===== src/rtl/router_reg.sv =====
// Datapath register stage of the 1x3 packet router: header latch, FIFO byte
// forwarding with one-byte overflow buffer, and running XOR parity check.
module router_reg #(
    parameter int DATA_WIDTH = 8
) (
    input  logic                  clk,
    input  logic                  resetn,
    input  logic                  pkt_valid,
    input  logic [DATA_WIDTH-1:0] data_in,
    input  logic                  fifo_full,
    input  logic                  detect_add,
    input  logic                  lfd_state,
    input  logic                  ld_state,
    input  logic                  laf_state,
    input  logic                  full_state,
    input  logic                  rst_int_reg,
    output logic [DATA_WIDTH-1:0] dout,
    output logic                  parity_done,
    output logic                  low_pkt_valid,
    output logic                  err
);

    logic [DATA_WIDTH-1:0] hdr_q, hdr_d;
    logic [DATA_WIDTH-1:0] full_byte_q, full_byte_d;
    logic [DATA_WIDTH-1:0] int_par_q, int_par_d;
    logic [DATA_WIDTH-1:0] pkt_par_q, pkt_par_d;
    logic [DATA_WIDTH-1:0] dout_q, dout_d;
    logic                  parity_done_q, parity_done_d;
    logic                  low_pkt_valid_q, low_pkt_valid_d;
    logic                  err_q, err_d;
    logic                  parity_capture;

    always_comb begin
        hdr_d           = hdr_q;
        full_byte_d     = full_byte_q;
        int_par_d       = int_par_q;
        pkt_par_d       = pkt_par_q;
        dout_d          = dout_q;
        parity_done_d   = parity_done_q;
        low_pkt_valid_d = low_pkt_valid_q;
        err_d           = err_q;

        // Parity byte reaches the FIFO either directly or after a full stall.
        parity_capture = (ld_state && !fifo_full && !pkt_valid) ||
                         (laf_state && low_pkt_valid_q && !parity_done_q);

        if (detect_add && pkt_valid && (data_in[1:0] != 2'b11)) begin
            hdr_d = data_in;
        end

        if (lfd_state) begin
            dout_d = hdr_q;
        end else if (ld_state && !fifo_full) begin
            dout_d = data_in;
        end else if (ld_state && fifo_full) begin
            full_byte_d = data_in;
        end else if (laf_state) begin
            dout_d = full_byte_q;
        end

        if (rst_int_reg) begin
            low_pkt_valid_d = 1'b0;
        end else if (ld_state && !pkt_valid) begin
            low_pkt_valid_d = 1'b1;
        end

        if (detect_add) begin
            parity_done_d = 1'b0;
            pkt_par_d     = '0;
        end else if (parity_capture) begin
            parity_done_d = 1'b1;
            pkt_par_d     = data_in;
        end

        // Payload bytes stalled into full_byte are still folded in here.
        if (detect_add) begin
            int_par_d = '0;
        end else if (lfd_state) begin
            int_par_d = int_par_q ^ hdr_q;
        end else if (ld_state && pkt_valid && !full_state) begin
            int_par_d = int_par_q ^ data_in;
        end

        if (detect_add) begin
            err_d = 1'b0;
        end else if (parity_done_q) begin
            err_d = (int_par_q != pkt_par_q);
        end
    end

    always_ff @(posedge clk) begin
        if (!resetn) begin
            hdr_q           <= '0;
            full_byte_q     <= '0;
            int_par_q       <= '0;
            pkt_par_q       <= '0;
            dout_q          <= '0;
            parity_done_q   <= 1'b0;
            low_pkt_valid_q <= 1'b0;
            err_q           <= 1'b0;
        end else begin
            hdr_q           <= hdr_d;
            full_byte_q     <= full_byte_d;
            int_par_q       <= int_par_d;
            pkt_par_q       <= pkt_par_d;
            dout_q          <= dout_d;
            parity_done_q   <= parity_done_d;
            low_pkt_valid_q <= low_pkt_valid_d;
            err_q           <= err_d;
        end
    end

    assign dout          = dout_q;
    assign parity_done   = parity_done_q;
    assign low_pkt_valid = low_pkt_valid_q;
    assign err           = err_q;

endmodule


===== config.mk =====
export PLATFORM = sky130hd
export DESIGN_NAME = router_reg
export DESIGN_NICKNAME = d
export VERILOG_FILES = /design/src/rtl/router_reg.sv
export SDC_FILE = /design/constraint.sdc
export NUM_CORES = 1
export LEC_CHECK = 0
export CORE_ASPECT_RATIO = 1.1
export CORE_MARGIN = 3
export CORE_UTILIZATION = 65
export CTS_BUF_LIST = sky130_fd_sc_hd__clkbuf_2 sky130_fd_sc_hd__clkbuf_4 sky130_fd_sc_hd__clkbuf_8
export DETAILED_ROUTE_END_ITERATION = 10
export DONT_BUFFER_PORTS = 1
export PLACE_DENSITY = 0.81
export SLEW_MARGIN = 20
export SYNTH_ARGS = -nofsm -noshare
export SYNTH_HDL_FRONTEND = slang
export SYNTH_SLANG_ARGS = --single-unit

===== constraint.sdc =====
create_clock -name clk -period 1.3 [get_ports clk]
set_input_delay 0.13 -clock clk [delete_from_list [all_inputs] [get_ports clk]]
set_output_delay 0.13 -clock clk [all_outputs]
set_load 0.01 [all_outputs]

### After elaboration in Yosys (flattened, before gate mapping)

Cells that the tools add are included.

| storage, ports and cells | value |
|---|---|
| bits in registers | 43 |
| output and inout port bits | 11 |
| logic and storage cells | 43 |

| cells by class | value |
|---|---|
| reductions and logical operators | 21 |
| equal/unequal tests | 3 |
| bitwise gates (word level) | 5 |
| muxes and demuxes | 6 |

Operators with widths:

| cell | count |
|---|---|
| 8-bit 2-to-1 mux | 6 |
| 8-bit XOR | 2 |
| 1-bit logical AND | 10 |
| 8-bit != test | 1 |
| 1-bit zero test | 4 |
| 2-bit OR reduction | 2 |
| 3-bit != test, second input constant | 1 |
| 1-bit inverter | 3 |
| 3-bit AND reduction | 1 |
| 3-bit nonzero test | 1 |
| 2-bit != test, second input constant | 1 |
| 2-bit AND reduction | 1 |
| 2-bit nonzero test | 1 |
| 1-bit logical OR | 1 |

### Longest topological paths before layout

| depth | value |
|---|---|
| depth in word-level cells | 4 |
| mapped depth | 5 |
| depth with buffers taken out | 4 |

### Worst setup path before layout

Ideal clock, no wire load.

| timing | value |
|---|---|
| kind | register to register |
| from | reg parity_done_q, in the netlist parity_done |
| to | reg pkt_par_q[4] |
| setup time | 0.128 ns |
| arrival time | 1.023 ns |
| stages on the path, launching flop included | 6 |
| setup slack | 0.149 ns |
| path buffers | 1 |
| cell sequence | dfxtp_1 > inv_1 > a32oi_2 > buf_6 > mux2i_1 > nor2_1 |

| on the way | value |
|---|---|
| word-level cells in the longest chain between the ends | 3 |

Ends and longest elaborated chain:

| what | RTL line | RTL |
|---|---|---|
| from (decl) | 28 | `logic parity_done_q, parity_done_d;` |
| from (signal assigned) | 107 | `parity_done_q <= parity_done_d;` |
| 1-bit zero test | 45 | `(laf_state && low_pkt_valid_q && !parity_done_q);` |
| 1-bit logical AND | 45 |  |
| 1-bit logical OR | 44 | `parity_capture = (ld_state && !fifo_full && !pkt_valid) \|\|` |
| to (signal assigned) | 105 | `pkt_par_q <= pkt_par_d;` |
| to (decl) | 26 | `logic [DATA_WIDTH-1:0] pkt_par_q, pkt_par_d;` |

Every way passes these cells.
A chain may end at the register's enable or synchronous reset.

### Worst setup path in the final report

| timing | value |
|---|---|
| from | in lfd_state |
| to | reg dout_q[4], in the netlist dout[4] |

| on the way | value |
|---|---|
| word-level cells in the longest chain between the ends | 2 |
| elaborated cells between the ends (all ways) | 4 |
| classes of those cells | 1 x eq/ne; 1 x mux; 2 x reduce/logical |

Ends and longest elaborated chain:

| what | RTL line | RTL |
|---|---|---|
| from (decl) | 12 | `input logic lfd_state,` |
| 3-bit != test (no source line) or 3-bit nonzero test (tied branches) | -- |  |
| 2-bit AND reduction (no source line) | -- |  |
| to (signal assigned) | 106 | `dout_q <= dout_d;` |
| to (decl) | 27 | `logic [DATA_WIDTH-1:0] dout_q, dout_d;` |

Several ways; a longest one is shown, not always the timed one.

==> results.sh <==
export IMPL_status="finished clean"
export IMPL_place_gp_congestion=0.760
export IMPL_first_iter_violations=46
export IMPL_netlist_top_cells_area="dfxtp_1 44%, mux2i_1 16%, nor2b_1 5.4%"
export IMPL_synth_cell_types=30
export IMPL_drtPass1Iterations=5
export IMPL_clockBufferDepth=2
export IMPL_grt_max_degree=18
export IMPL_path_cells="dlygate4sd3_1 > nor4b_4 > buf_4 > nand2_1 > o21ai_0"
export IMPL_drt_wl_total_um=4110
export IMPL_syn_instance_count=185
export IMPL_areaGrowthSynthToFinish_pct=11.3
export IMPL_relSlewSlack_pct=65.3
export IMPL_wl_per_cell_um=17.4
export IMPL_insertion_delay_ns=0.35
export IMPL_worst_pin_slew_ns=0.518
export IMPL_ys_ff_latch=43
export IMPL_critPathArrivalTime_ns=1.47
export IMPL_io_buffers=0
export IMPL_drc=0
export IMPL_yosys_most_used_dff="dfxtp_1"
export IMPL_hold_ws_ns=0.0106
export IMPL_final_nets=220
export IMPL_slowest_stage="dlygate4sd3_1"
export IMPL_final_area_mm2=0.00219
export IMPL_post_dp_hpwl_um=2730
export IMPL_tns_ns=0
export IMPL_grt_pass1_vias=1464
export IMPL_cts_buffers_inserted=5
export IMPL_yosys_area_top_type="dfxtp_1"
export IMPL_cts_tree="yes"
export IMPL_power_density_mw_per_mm2=1070
export IMPL_vias=1389
export IMPL_grt_pass1_wl_um=6910
export IMPL_dieHeight_um=63.7
export IMPL_antenna_found_initial=0
export IMPL_syn_avg_cell_area_um2=10.6
export IMPL_avgViaCountPerCell=5.89
export IMPL_die_area_mm2=0.00373
export IMPL_yosysMostFrequentCell="dfxtp_1"
export IMPL_yosysTopAreaCellShare_pct=43.7
export IMPL_hold_path_class="input pin to register"
export IMPL_p_leak_nw=0.936
export IMPL_cts_sinks=43
export IMPL_fin_worst_skew_ns=0.0124
export IMPL_crit_required_ns=1.58
export IMPL_io_pin_count=29
export IMPL_critPathMaxStageDelay_ns=0.70
export IMPL_min_period_over_period_pct=91.5
export IMPL_fmax_ghz=0.840
export IMPL_vdd_ir_drop_max_mv=0.876
export IMPL_path_class="input pin to register"
export IMPL_setup_viol=0
export IMPL_start_util_pct=69.6
export IMPL_ys_async_sr_fraction_pct=0
export IMPL_maxCapViolations=0
export IMPL_maxSlewViolCount=0
export IMPL_crit_path_start_kind="input pin"
export IMPL_synth_common_cells="43 x dfxtp_1, 32 x mux2i_1, 17 x nor2b_1, 16 x nor2_1, 11 x xor2_1"
export IMPL_syn_nets=203
export IMPL_finalWorstSetupSlack_ns=0.110
export IMPL_layout_drive_gt1_share_pct=14.3
export IMPL_ant_nets=0
export IMPL_grt_overflow_total=0
export IMPL_syn_area_mm2=0.00197
export IMPL_setup_worst_path_end_class="register"
export IMPL_cts_root_buf="clkbuf_4"
export IMPL_dp_slack_ns=0.0962
export IMPL_grt_usage_pct=24.2
export IMPL_layout_min_cycle_time_ns=1.19
export IMPL_rows=20
export IMPL_stdcell_count=236
export IMPL_insertedDiodeCount=0
export IMPL_place_area_mm2=0.00200
export IMPL_dp_cells=214
export IMPL_core_area_mm2=0.00283
export IMPL_crit_fanout=15
export IMPL_yosys_warnings=0
export IMPL_die_w_um=58.5
export IMPL_rsz0062_at_grt="false"
export IMPL_clk_pin_slew_ns=0.12
export IMPL_cts_max_level=2
export IMPL_ys_seq_area_share_pct=43.7
export IMPL_finalHoldViolCount=0
export IMPL_synth_edff_count=0
## per-layer routing
| layer | vias up | part of all wire, % | track usage, % |
|---|---|---|---|
| met3 | 11 | 6.2 | 6.46 |
| met2 | 48 | 49 | 41.5 |
| met1 | 659 | 43 | 28.8 |
| met4 | 0 | 1.8 | 7.83 |
| met5 | - | 0 | 0 |
| li1 | 671 | - | - |
## registers in the layout, indices dropped and copies added (netlist names)
signal and count:
pkt_par_q 8, hdr_q 8, err 1, dout 8, full_byte_q 8, int_par_q 8
parity_done 1, low_pkt_valid 1
## worst max-delay path, delay by kind of cell
kind	cells	cell delay [ns]
AO/OA/AOI/OAI	1	0.08
buffers and inverters	2	0.89
AND/OR/NAND/NOR	2	0.36
## final cells by class
type / instances / area [um^2]
inverter: 2 / 7.51
clock buffer: 7 / 52.6
sequential: 43 / 861
tap: 33 / 41.3
timing repair buffer: 20 / 195
multi-input combinational: 130 / 1030
fill: 205 / 636
clock inverter: 1 / 5.00
## placed cells by master, fill, tap and decap left out, types with 2 or more instances in the layout
master / count
mux2_4: 6
o21ai_0: 8
xor2_1: 11
a21oi_1: 2
inv_1: 2
mux2_2: 2
mux2i_1: 32
nor2b_1: 17
dfxtp_1: 43
nand2_1: 9
buf_4: 6
clkbuf_4: 7
xnor2_1: 5
dlygate4sd3_1: 13
nor2_1: 16
a22oi_1: 8
## cells by family (layout without fill, tap and decap cells)
family	after synthesis	in the layout	share of synthesized area, %
simple gates	51	51	14.6
flops	43	43	43.7
mux	40	40	22.0
compound gates	23	23	8.58
xor+xnor	16	16	7.12
buf+inv	12	30	4.00
## metrics by stage
step	utilization, %	total power, mW
global placement	70.6	1.64
floorplan	-	1.63
global route	77.5	2.46
detailed placement	70.6	1.65
finish	77.5	2.34
CTS	76.9	2.34
## worst paths after layout
check | startpoint | to | slack [ns] | cells past startpoint
max reg2reg | parity_done | pkt_par_q[7] | 0.14 | 5
min reg2reg | parity_done | parity_done | 0.50 | 2
max | lfd_state | dout[4] | 0.11 | 5
min | lfd_state | dout[7] | 0.01 | 2
## what timing repair did
| item | in CTS | in global routing |
|---|---|---|
| setup buffers | 0 | 1 |
| endpoints found under the hold margin | 31 | 2 |
| hold buffers | 12 | 1 |
| resized for setup | 0 | 0 |
| endpoints found under the setup margin | 0 | 7 |
## where the power goes
| group | switching (mW) | internal, mW | leakage (nW) |
|---|---|---|---|
| Sequential | 0.0334 | 1.36 | 0.349 |
| Combinational | 0.131 | 0.158 | 0.551 |
| Clock | 0.405 | 0.253 | 0.0361 |
| Total | 0.569 | 1.77 | 0.936 |
Power figures use the tool's default switching activity.
